<file path="config.mk">
export PLATFORM = sky130hd
export DESIGN_NAME = serial_word_comparator
export DESIGN_NICKNAME = d
export VERILOG_FILES = /design/src/rtl/serial_word_comparator.sv
export SDC_FILE = /design/constraint.sdc
export NUM_CORES = 1
export LEC_CHECK = 0
export BUFFER_PORTS_ARGS = -buffer_cell sky130_fd_sc_hd__buf_4
export CORE_AREA = 2 2 39 41
export CTS_CLUSTER_DIAMETER = 120
export DETAILED_ROUTE_END_ITERATION = 7
export DIE_AREA = 0 0 41 43
export PLACE_DENSITY_LB_ADDON = 0.1
export SYNTH_ARGS = -nofsm -noshare
export SYNTH_HDL_FRONTEND = slang
export SYNTH_SLANG_ARGS = --single-unit
</file>
<file path="constraint.sdc">
create_clock -name clk -period 4.6 [get_ports clk]
set_input_delay 0.69 -clock clk [delete_from_list [all_inputs] [get_ports clk]]
set_output_delay 0.69 -clock clk [all_outputs]
set_load 0.02 [all_outputs]
</file>
<file path="src/rtl/serial_word_comparator.sv">
// serial_word_comparator
//   Streaming magnitude comparator. Operands A and B arrive DIGIT_W bits per
//   accepted beat, WORD_DIGITS beats per word, most-significant digit first
//   (MSB_FIRST=1) or least-significant digit first (MSB_FIRST=0). One
//   registered less/equal/greater result is produced per completed word.
//
//   Optional build macro SERIAL_CMP_SIGNED_EN: when defined, the operands are
//   compared as two's complement by inverting the MSB of the sign digit.
//
// Ports
//   clk          clock, rising edge
//   rst          synchronous active-high reset
//   valid        beat carries a digit pair
//   first        (with valid) beat is digit 0 of a word
//   a, b         current digits of operands A and B
//   res_valid    one-cycle pulse: new result on the result outputs
//   a_less_b     registered result, held until the next word completes
//   a_eq_b       registered result, held until the next word completes
//   a_greater_b  registered result, held until the next word completes
//   frame_err    one-cycle pulse: a partial word was discarded
module serial_word_comparator #(
  parameter int unsigned DIGIT_W     = 1,
  parameter int unsigned WORD_DIGITS = 8,
  parameter bit          MSB_FIRST   = 1'b1
) (
  input  logic               clk,
  input  logic               rst,
  input  logic               valid,
  input  logic               first,
  input  logic [DIGIT_W-1:0] a,
  input  logic [DIGIT_W-1:0] b,
  output logic               res_valid,
  output logic               a_less_b,
  output logic               a_eq_b,
  output logic               a_greater_b,
  output logic               frame_err
);

  localparam int unsigned CNT_W = (WORD_DIGITS > 1) ? $clog2(WORD_DIGITS) : 1;
  localparam logic [CNT_W-1:0] LAST_IDX = CNT_W'(WORD_DIGITS - 1);
`ifdef SERIAL_CMP_SIGNED_EN
  localparam logic [CNT_W-1:0] SIGN_IDX = MSB_FIRST ? CNT_W'(0) : LAST_IDX;
`endif

  typedef enum logic [1:0] {
    ST_EQ,
    ST_LESS,
    ST_GREATER
  } state_e;

  state_e             state_q, state_d;
  logic [CNT_W-1:0]   cnt_q, cnt_d;
  logic               res_valid_q, res_valid_d;
  logic               lt_q, lt_d;
  logic               eq_q, eq_d;
  logic               gt_q, gt_d;
  logic               frame_err_q, frame_err_d;

  logic               word_start;
  logic [CNT_W-1:0]   idx;
  state_e             base_state;
  state_e             decision;
  logic [DIGIT_W-1:0] a_cmp, b_cmp;
  logic               d_lt, d_gt;

  // A beat opens a new word either at counter 0 or when first is asserted;
  // in both cases it is digit 0 and is combined with ST_EQ, so a re-framed
  // word never inherits state from the discarded partial word.
  always_comb begin
    word_start = (cnt_q == '0) || first;
    idx        = word_start ? '0 : cnt_q;
    base_state = word_start ? ST_EQ : state_q;
  end

  always_comb begin
    a_cmp = a;
    b_cmp = b;
`ifdef SERIAL_CMP_SIGNED_EN
    // Flipping the sign bit maps two's complement order onto unsigned order.
    if (idx == SIGN_IDX) begin
      a_cmp[DIGIT_W-1] = ~a[DIGIT_W-1];
      b_cmp[DIGIT_W-1] = ~b[DIGIT_W-1];
    end
`endif
    d_lt = (a_cmp < b_cmp);
    d_gt = (a_cmp > b_cmp);
  end

  // MSB first: first difference is final. LSB first: latest difference wins.
  always_comb begin
    decision = base_state;
    if (MSB_FIRST) begin
      if (base_state == ST_EQ) begin
        if (d_lt)      decision = ST_LESS;
        else if (d_gt) decision = ST_GREATER;
      end
    end else begin
      if (d_lt)      decision = ST_LESS;
      else if (d_gt) decision = ST_GREATER;
    end
  end

  always_comb begin
    state_d     = state_q;
    cnt_d       = cnt_q;
    res_valid_d = 1'b0;
    frame_err_d = 1'b0;
    lt_d        = lt_q;
    eq_d        = eq_q;
    gt_d        = gt_q;
    if (valid) begin
      if (first && (cnt_q != '0)) frame_err_d = 1'b1;
      if (idx == LAST_IDX) begin
        res_valid_d = 1'b1;
        lt_d        = (decision == ST_LESS);
        eq_d        = (decision == ST_EQ);
        gt_d        = (decision == ST_GREATER);
        cnt_d       = '0;
        state_d     = ST_EQ;
      end else begin
        cnt_d   = idx + CNT_W'(1);
        state_d = decision;
      end
    end
  end

  always_ff @(posedge clk) begin
    if (rst) begin
      state_q     <= ST_EQ;
      cnt_q       <= '0;
      res_valid_q <= 1'b0;
      frame_err_q <= 1'b0;
      lt_q        <= 1'b0;
      eq_q        <= 1'b0;
      gt_q        <= 1'b0;
    end else begin
      state_q     <= state_d;
      cnt_q       <= cnt_d;
      res_valid_q <= res_valid_d;
      frame_err_q <= frame_err_d;
      lt_q        <= lt_d;
      eq_q        <= eq_d;
      gt_q        <= gt_d;
    end
  end

  assign res_valid   = res_valid_q;
  assign a_less_b    = lt_q;
  assign a_eq_b      = eq_q;
  assign a_greater_b = gt_q;
  assign frame_err   = frame_err_q;

endmodule

</file>
======== Word level (Yosys, flattened, before mapping) ========
Cells that the tools add are included.
storage, ports and cells
  output and inout bits ................... 5
  bits in registers ....................... 10
  logic and storage cells ................. 31
  bits of input ports ..................... 6
operators by class
  bitwise operators ....................... 1
  $add $sub $neg .......................... 1
  equality and inequality tests ........... 3
  reductions and logical operators ........ 8
  multiplexer cells ....................... 9
  $lt $le $gt $ge ......................... 2
operators by type and width
  operator             number
  $mux 2               5
  $mux 3               2
  $logic_not 2->1      2
  $add 3x1->3 const B  1
  $eq 3x3->1 const B   1
  $logic_not 3->1      1
  $reduce_bool 3->1    1
  $eq 2x1->1 const B   1
  $eq 2x2->1 const B   1
  $mux 1               2
  $reduce_and 2->1     1
  $reduce_or 2->1      1
  $gt 1x1->1           1
  $logic_and 1x1->1    1
  $logic_or 1x1->1     1
  $lt 1x1->1           1
  $not 1->1            1

======== Depth between registers and ports, before layout ========
  depth after elaboration ................. 7
  gate-level depth with buffers ........... 6
  mapped depth without buffers ............ 6

======== Worst setup path before layout ========
OpenSTA, ideal clock, no wires.
  path type ............................... input to register
  from .................................... input first
  to ...................................... register state_q[1]
  stages .................................. 5
  setup slack ............................. 2.638 ns
  arrival time ............................ 1.874 ns
  library setup time ...................... 0.088 ns
  path buffers ............................ 0
  cell sequence ........................... nor2b_1 ha_1 ha_1 or4_4 o32ai_2
on the way
  word-level cells in the longest chain between the ends .. 6
  elaborated cells on any way between the ends .. 9
RTL lines
  item                  line  text
  start, declared       29    input logic first,
  $logic_or 1x1->1 *    70    word_start = (cnt_q == '0) || first;
  $mux 2                72    base_state = word_start ? ST_EQ : state_q;
  $mux 2                95    else if (d_gt) decision = ST_GREATER;
  $mux 2                94    if (d_lt) decision = ST_LESS;
  $mux 2                93    if (base_state == ST_EQ) begin
  $mux 2 *              113   if (idx == LAST_IDX) begin
  end signal, assigned  137   state_q <= state_d;
  end, declared         51    state_e state_q, state_d;
Every way passes the cells marked *; elsewhere a longest branch is shown, timed or not.
A chain may end at the register's enable or synchronous reset.

======== Worst setup path after layout ========
  from .................................... input first
  to ...................................... register state_q[0]
Same word-level chain as after synthesis.

==> results.json <==
{
  "ios": 11,
  "num_vias": 415,
  "setup_viol": 0,
  "tightest_slew_ps": 447.0,
  "post_drt_wl_per_cell_um": 11.22,
  "synth_area_leaders": "dfxtp_1 (37%), ha_1 (9.3%), o41ai_2 (6.1%)",
  "worst-path-max-fanout": 7,
  "p_int_uw": 147.4,
  "synthAdderAreaFrac": 0.09324,
  "cp-start-kind": "input pin",
  "core_um2": 1384,
  "cts.sinks": 10,
  "p_comb_frac": 0.119,
  "dieArea_um2": 1763,
  "antenna_cells": 0,
  "synthArstFlopShare": 0,
  "synth.most_common_cell": "dfxtp_1",
  "power_uw": 190.6,
  "hp-start": "a_less_b$_SDFFE_PP0P_",
  "firstDrtPassIters": 4,
  "fillers": 136,
  "fp.dieH_um": 43,
  "clockBufferDepth": 2,
  "ir_drop_mv": 0.1250,
  "fp-row-count": 14,
  "p_sw_frac": 0.2264,
  "grt_pass1_vias": 374,
  "synth_area_per_cell_um2": 9.940,
  "port_buffers": 10,
  "synthXorXnorAreaFrac": 0,
  "p_per_area_nw_per_um2": 291.8,
  "cts_setup_buffers": 0,
  "die_w_um": 41,
  "antenna_found_initial": 0,
  "fin_crit_sh": 0.4122,
  "fin_setup_tns_ps": 0,
  "hpwlAfterDp_um": 730.8,
  "final-seq-area_um2": 200.2,
  "max_freq_mhz": 527.4,
  "clk_latency_ps": 260,
  "place_congestion": 0.7765,
  "ys_seq_elements": 10,
  "yosys-mux-area-fraction": 0.03730,
  "wl_um": 920,
  "drtIter0Drc": 4,
  "endpoint": "state_q[0]$_SDFFE_PP0P_",
  "required_ps": 4770,
  "synth_top_family_by_area": "simple AND/OR/NAND/NOR gates",
  "viasPerCell": 5.061,
  "grt_pass1_wl_mm": 1.649,
  "cts-resized-gates": 0,
  "synth_compound_area_frac": 0.1772,
  "synth_top_cell_area_share": 0.3730,
  "grt-ovfl-total": 0,
  "status": "finished clean",
  "maxSlewHeadroom": 0.6997,
  "yosysTopAreaCell": "dfxtp_1",
  "crit_arrival_ps": 2070,
  "multiInputGateArea_um2": 300.3,
  "grt_usage": 0.1413,
  "synth_common_cells": "dfxtp_1 (10), nor2_1 (5), ha_1 (4), inv_1 (4)",
  "min_path_type": "reg -> reg",
  "dp_slack_ps": 2431,
  "netlist_instances": 54,
  "yosys.area_share.simple": 0.2517,
  "route.detailed.drc": 0,
  "stdcell_count": 82,
  "p_sw_uw": 43.15,
  "ctsHtreeMaxLevel": 1,
  "synth.net_count": 64,
  "power_leakage_uw": 0.0002904,
  "cap_violations": 0,
  "ff2ff_path_depth": 5,
  "grt_max_degree": 15,
  "ff2ff_setup_slack_ps": 2840,
  "power_frac_clock": 0.407,
  "cts_tree": "yes",
  "grt_setup_unrepaired": "no",
  "hold_buffers": 0,
  "seq_power_share": 0.474,
  "root_buffer": "clkbuf_4",
  "netlist_area_um2": 536.8,
  "dp_cells": 78,
  "skew_ps": 4.271,
  "synth_ff_type": "dfxtp_1",
  "worstSetupPathType": "in -> reg",
  "layout_setup_ws_ps": 2704,
  "yosysWarnings": 0,
  "crit_start": "first",
  "ant_nets": 0,
  "hold_viol_final": 0,
  "synth_edf_count": 0,
  "rr_endpoint": "state_q[0]$_SDFFE_PP0P_",
  "start_util": 0.3879,
  "path_clk_slew_ps": 70,
  "slew_violations": 0,
  "nNetsFinal": 77,
  "cp-end-kind": "flip-flop",
  "syn2layout_area_growth_pct": 21.68,
  "rr_startpoint": "cnt_q[0]$_SDFFE_PP0P_",
  "fin_crit_ps": 1896,
  "drive_gt1_frac": 0.3030,
  "synth.distinct_cells": 26,
  "seq_area_frac_synth": 0.3730,
  "cts_made_buffers": 3
}
## worst min-delay path by stage
stage                                     to  cells past startpoint  slack, ps
floorplan            state_q[0]$_SDFFE_PP0P_                      2        470
global placement    a_greater_b$_SDFFE_PP0P_                      2        480
detailed placement     a_less_b$_SDFFE_PP0P_                      2        480
CTS                    a_less_b$_SDFFE_PP0P_                      2        500
global route           a_less_b$_SDFFE_PP0P_                      2        510
finish                 a_less_b$_SDFFE_PP0P_                      2        490
## critical path, stage by stage
cell,delay [ps]
buf_4,120
nor2b_1,60
ha_1,210
ha_1,220
or4_4,530
o32ai_1,240
## flip-flops by register name, summed over array words and instances, names as in the netlist
register	flops
cnt_q	3
state_q	2
a_eq_b	1
a_greater_b	1
a_less_b	1
frame_err	1
res_valid	1
## final cells by class
class | instances | share of cell area
Multi-Input combinational cell | 37 | 0.4598
Clock buffer | 4 | 0.05556
Timing Repair Buffer | 10 | 0.1149
Inverter | 5 | 0.03257
Tap cell | 16 | 0.03065
Sequential cell | 10 | 0.3065
## per-stage QoR
step / hold WS [ps] / utilization / area, um^2
floorplan: 465.6 / - / 536.8
global placement: 484.7 / 0.4458 / 616.8
detailed placement: 479.5 / 0.4458 / 616.8
CTS: 497.2 / 0.4720 / 653.1
global route: 512.4 / 0.4720 / 653.1
finish: 492.1 / 0.4720 / 653.1
## layout by cell type, fill, tap and decap left out, drive strengths merged, types with 2 or more instances in the layout
master  netlist  final
nor3          2      2
buf           1     10
ha            4      4
mux2i         2      2
nand3b        3      3
o41ai         3      3
inv           5      5
nor2b         3      3
o32ai         2      2
nand2b        3      3
dfxtp        10     10
clkbuf        1      4
nor2          5      5
## routing by layer
metal / track usage / share of wire
met1: 0.1961 / 0.50
met2: 0.1719 / 0.41
met3: 0.09948 / 0.089
met4: 0.04000 / 0
met5: 0 / 0
## power groups by stage
stage | registers [uW] | logic, uW | clock network [uW]
6_report | 90.2 | 22.7 | 77.6
5_1_grt | 90.6 | 25.0 | 86.1
4_1_cts | 90.2 | 23.0 | 80.6
3_5_place_dp | 92.2 | 22.9 | 0
3_3_place_gp | 92.3 | 23.1 | 0
2_1_floorplan | 92.2 | 16.1 | 0
## cell families after synthesis
kind of cell / count (synthesis)
simple gates: 22
flops: 10
compound gates: 9
buf+inv: 7
fa+ha+maj: 4
mux: 2
Note: power is estimated with default switching activity, not from simulation.
